==> config.mk <==
export PLATFORM = sky130hd
export DESIGN_NAME = demux4n_stream
export DESIGN_NICKNAME = d
export VERILOG_FILES = /design/src/rtl/demux_pkg.sv /design/src/rtl/demux_slot.sv /design/src/rtl/demux4n_stream.sv
export SDC_FILE = /design/constraint.sdc
export NUM_CORES = 1
export LEC_CHECK = 0
export BUFFER_PORTS_ARGS = -buffer_cell sky130_fd_sc_hd__buf_2
export CAP_MARGIN = 20
export CORE_MARGIN = 3
export CORE_UTILIZATION = 45
export CTS_CLUSTER_DIAMETER = 60
export CTS_CLUSTER_SIZE = 28
export DETAILED_ROUTE_END_ITERATION = 8
export GPL_ROUTABILITY_DRIVEN = 0
export GPL_TIMING_DRIVEN = 1
export MAX_ROUTING_LAYER = met4
export PLACE_DENSITY = 0.73
export SLEW_MARGIN = 20
export SYNTH_ARGS = -nofsm -noshare
export SYNTH_HDL_FRONTEND = slang
export SYNTH_SLANG_ARGS = --single-unit
==> constraint.sdc <==
create_clock -name clk -period 1.54 [get_ports clk]
set_input_delay 0.231 -clock clk [delete_from_list [all_inputs] [get_ports clk]]
set_output_delay 0.231 -clock clk [all_outputs]
set_load 0.02 [all_outputs]
==> src/rtl/demux_pkg.sv <==
// Shared constants and slot state type for the 1:4 stream demultiplexer.
package demux_pkg;

  localparam logic        MODE_STEER = 1'b0;
  localparam logic        MODE_RR    = 1'b1;
  localparam int unsigned NUM_CH     = 4;
  localparam int unsigned SEL_W      = 2;

  typedef enum logic {
    SLOT_EMPTY = 1'b0,
    SLOT_FULL  = 1'b1
  } slot_state_e;

endpackage

==> src/rtl/demux_slot.sv <==
// One-entry output holding register with an EMPTY/FULL state and valid/ready drain.
module demux_slot
  import demux_pkg::*;
#(
  parameter int unsigned W = 5
) (
  input  logic         clk,
  input  logic         rst,
  input  logic         load,
  input  logic [W-1:0] load_data,
  input  logic         drain_ready,
  output logic         valid,
  output logic [W-1:0] data
);

  slot_state_e state;

  // A load wins over a drain, so drain+fill in one cycle keeps the slot FULL.
  always_ff @(posedge clk or posedge rst) begin
    if (rst) begin
      state <= SLOT_EMPTY;
      data  <= '0;
    end else begin
      case (state)
        SLOT_EMPTY: begin
          if (load) begin
            state <= SLOT_FULL;
            data  <= load_data;
          end
        end
        SLOT_FULL: begin
          if (load) begin
            data <= load_data;
          end else if (drain_ready) begin
            state <= SLOT_EMPTY;
          end
        end
        default: state <= SLOT_EMPTY;
      endcase
    end
  end

  assign valid = (state == SLOT_FULL);

endmodule

==> src/rtl/demux4n_stream.sv <==
// Registered 1:4 stream demultiplexer, steered by in_sel or distributed round-robin.
module demux4n_stream
  import demux_pkg::*;
#(
  parameter int unsigned W = 5
) (
  input  logic         clk,
  input  logic         rst,
  input  logic         in_valid,
  output logic         in_ready,
  input  logic [W-1:0] in_data,
  input  logic [1:0]   in_sel,
  input  logic         mode,
  output logic [3:0]   out_valid,
  input  logic [3:0]   out_ready,
  output logic [W-1:0] out_data0,
  output logic [W-1:0] out_data1,
  output logic [W-1:0] out_data2,
  output logic [W-1:0] out_data3,
  output logic [1:0]   rr_ptr
);

  logic [SEL_W-1:0]  dst;
  logic              xfer;
  logic [NUM_CH-1:0] load;
  logic [W-1:0]      slot_data [NUM_CH];

  assign dst      = (mode == MODE_RR) ? rr_ptr : in_sel;
  assign in_ready = !out_valid[dst] || out_ready[dst];
  assign xfer     = in_valid && in_ready;

  for (genvar k = 0; k < NUM_CH; k++) begin : g_slot
    assign load[k] = xfer && (dst == SEL_W'(k));

    demux_slot #(.W(W)) u_slot (
      .clk        (clk),
      .rst        (rst),
      .load       (load[k]),
      .load_data  (in_data),
      .drain_ready(out_ready[k]),
      .valid      (out_valid[k]),
      .data       (slot_data[k])
    );
  end

  assign out_data0 = slot_data[0];
  assign out_data1 = slot_data[1];
  assign out_data2 = slot_data[2];
  assign out_data3 = slot_data[3];

  // Pointer only moves on an accepted round-robin word, so a busy target stalls in order.
  always_ff @(posedge clk or posedge rst) begin
    if (rst) begin
      rr_ptr <= '0;
    end else if (xfer && (mode == MODE_RR)) begin
      rr_ptr <= rr_ptr + SEL_W'(1);
    end
  end

endmodule
==> impl_metrics.tcl <==
set metrics [dict create \
    finalSetupViolCount 1 \
    critPathSlowestCell "dfrtp_1" \
    die_w_um 57.64 \
    seq_area_um2 650.6 \
    dieArea_um2 3322 \
    final_core_util_pct 60.81 \
    numCtsBuffers 3 \
    violations "setup timing" \
    setup_slack_ns -0.2657 \
    dp_cells 154 \
    drive_gt1_share_pct 62.79 \
    ant_nets 0 \
    antenna_found_initial 0 \
    die_y_um 57.64 \
    ys_seq_area_share_pct 54.22 \
    start_util_pct 48.00 \
    dr_total_vias 786 \
    cp_max_fo 3 \
    postSynthCellCount 83 \
    critPathBufInv 1 \
    critPathMaxStageDelay_ns 0.41 \
    synth_top_cell_by_area "dfrtp_1" \
    cts_tree "done" \
    startpoint_type "flip-flop" \
    fp-row-count 18 \
    endpoint_kind "primary output" \
    hold_viol_final 0 \
    io_buffers 41 \
    holdPathEnd "g_slot[0].u_slot.data[1]" \
    p_leak_nw 0.7550 \
    grt.overflow.total 0 \
    drc 0 \
    synthTopCellsByArea "dfrtp_1 54%, mux2_2 20%, nand4b_4 4.0%" \
    cts-root-buf "clkbuf_4" \
    r2r_cells 4 \
    worst-setup-path-type "reg -> out" \
    clk_latency_ns 0.32 \
    rsz0062_at_grt "true" \
    ioPinCount 42 \
    multiInputGateArea_um2 509.2 \
    relSlewSlack_pct 78.69 \
    skew_ns 0.01315 \
    hold_class "in -> reg" \
    period_needed_ns 1.806 \
    fin_tns_setup_ns -0.2657 \
    ys_types 20 \
    fmax_mhz 553.8 \
    via_per_inst 4.943 \
    dp_hpwl_um 1815 \
    ys_ff_latch 26 \
    crit_chain "mux2_4, mux2_4, nand2_2, o21ai_2, buf_6" \
    firstDrtPassIters 4 \
    worstPathArrival_ns 1.57 \
    cp_common_cell "mux2_4" \
    postCtsSetupRepairBufs 0 \
    ir_drop_v 0.001342 \
    syn_nets 98 \
    core_area_um2 2500 \
    grt_pass1_vias 796 \
    syn2layout_area_growth_pct 26.69 \
    avgRoutedWirePerCell_um 14.55 \
    cts_sinks 26 \
    ctsHtreeMaxLevel 1 \
    worst_slew_pin_slew_ns 0.3197 \
    synthesis.area_um2 1200 \
    final_cells 159 \
    yosys.area.top_type_share_pct 54.22 \
    maxCapViolations 0 \
    powerDensity_nw_per_um2 1988 \
    nNetsFinal 145 \
    grt_usage_pct 15.18 \
    crit_family "multiplexers" \
    path_clk_slew_ns 0.15 \
    holdPathStages 2 \
    syn_area_per_cell_um2 14.46 \
    worstReg2RegStart "rr_ptr[1]" \
    min_from "in_data[1]" \
    worstPathRequired_ns 1.31 \
    final_cell_area_um2 1520 \
    layout_worst_path_cycle_share_pct 117.3 \
    rrSetupSlack_ns 0.06 \
    placed_cell_area_um2 1445 \
    clk_path_buf_depth 2 \
    grt_max_degree 27 \
    fillCellCount 212 \
    reg2reg_to "g_slot[2].u_slot.data[2]" \
    maxSlewViolCount 0 \
    routed_wirelength_um 2314 \
    drt_iter0_drc 29 \
    diodes 0 \
    grt_pass1_wl_um 3781 \
    power_mw 3.022 \
    status "finished with violations" \
    ys_warn_count 0 \
]
power breakdown:
part	internal [mW]	switching (mW)	total, mW
sequential	0.993	0.168	1.16
combinational	0.600	0.803	1.40
clock	0.263	0.195	0.458
total	1.86	1.17	3.02
worst max path at each step:
stage                                           to  slack (ns)  startpoint  depth (start not counted)
final                                     in_ready       -0.27   rr_ptr[1]                          5
after global routing                      in_ready       -0.32   rr_ptr[1]                          5
after CTS                                 in_ready       -0.27   rr_ptr[1]                          5
after detailed placement  g_slot[2].u_slot.data[3]        0.02        mode                          5
after global placement                    in_ready        0.04        mode                          6
after floorplan                           in_ready       0.001   rr_ptr[1]                          4
synthesized netlist by cell type:
master and n:
dfrtp_1 26, mux2_2 21, nand2_1 6, buf_4 4, nand2b_1 4, o21ai_0 4
mux2i_4 2, nand3_1 2, nand4_4 2, nand4b_4 2, a21oi_1 1, buf_2 1
buf_6 1, inv_1 1, mux2_4 1, mux2i_1 1, nor2_1 1, nor2b_1 1
nor3_1 1, o21ai_1 1
metal layers:
layer  vias up  share of wire (%)  track usage, %
met5         -                  0               -
met4         0               0.52           1.987
met3         2                7.3           3.341
met2        28                 48           23.87
met1       378                 44           20.88
li1        378                  -               -
placed cells by master (no fill, tap or decap):
cell,n
mux2i_1,1
dlygate4sd3_1,1
clkbuf_4,3
o21ai_1,1
nand2_2,1
nand4b_4,2
nand3_1,2
nor2b_1,1
nor3_1,1
nand2b_1,4
mux2_4,2
buf_2,40
nor2_1,1
bufinv_16,1
buf_6,1
o21ai_0,3
a21oi_1,1
inv_1,1
o21ai_2,1
buf_4,6
nand2_1,5
mux2_2,20
mux2i_4,2
dfrtp_1,26
nand4_4,2
repair_timing:
item                       in CTS  in global routing
resized for setup               4                  0
pin swaps                       1                  0
hold endpoints to repair       26                  0
setup endpoints to repair       1                  1
hold buffers                    1                  0
registers in the layout (all words and copies together) (netlist names):
name / flops
rr_ptr: 2
g_slot.u_slot.data: 20
g_slot.u_slot.valid: 4
area by class of cell:
| type | count | share of cell area [%] |
|---|---|---|
| sequential | 26 | 42.80 |
| multi-input combinational | 50 | 33.50 |
| timing repair buffer | 48 | 17.53 |
| tap | 30 | 2.469 |
| clock inverter | 1 | 1.975 |
| clock buffer | 3 | 1.481 |
| inverter | 1 | 0.2469 |
worst register-to-register path, stage by stage, from the launching register on:
cell     delay (ns)
dfrtp_1        0.41
mux2_4         0.29
buf_4          0.17
nand4_4        0.15
mux2_2         0.36
metrics by stage:
| step | setup WS, ns | hold WS, ns |
|---|---|---|
| 2_1_floorplan | 0.001161 | 0.2710 |
| 3_3_place_gp | 0.04131 | 0.2947 |
| 3_5_place_dp | 0.02034 | 0.2984 |
| 4_1_cts | -0.2684 | 0.1755 |
| 5_1_grt | -0.3243 | 0.1735 |
| 6_report | -0.2657 | 0.1714 |
cells by family (layout without fill, tap and decap cells):
| logic type | after synthesis | in the layout | share of synthesized area [%] |
|---|---|---|---|
| AO/OA/AOI/OAI | 6 | 6 | 2.502 |
| buffers and inverters | 7 | 53 | 4.170 |
| flip-flops | 26 | 26 | 54.22 |
| multiplexers | 25 | 25 | 25.55 |
| AND/OR/NAND/NOR | 19 | 19 | 13.56 |
(Power assumes the default switching activity.)
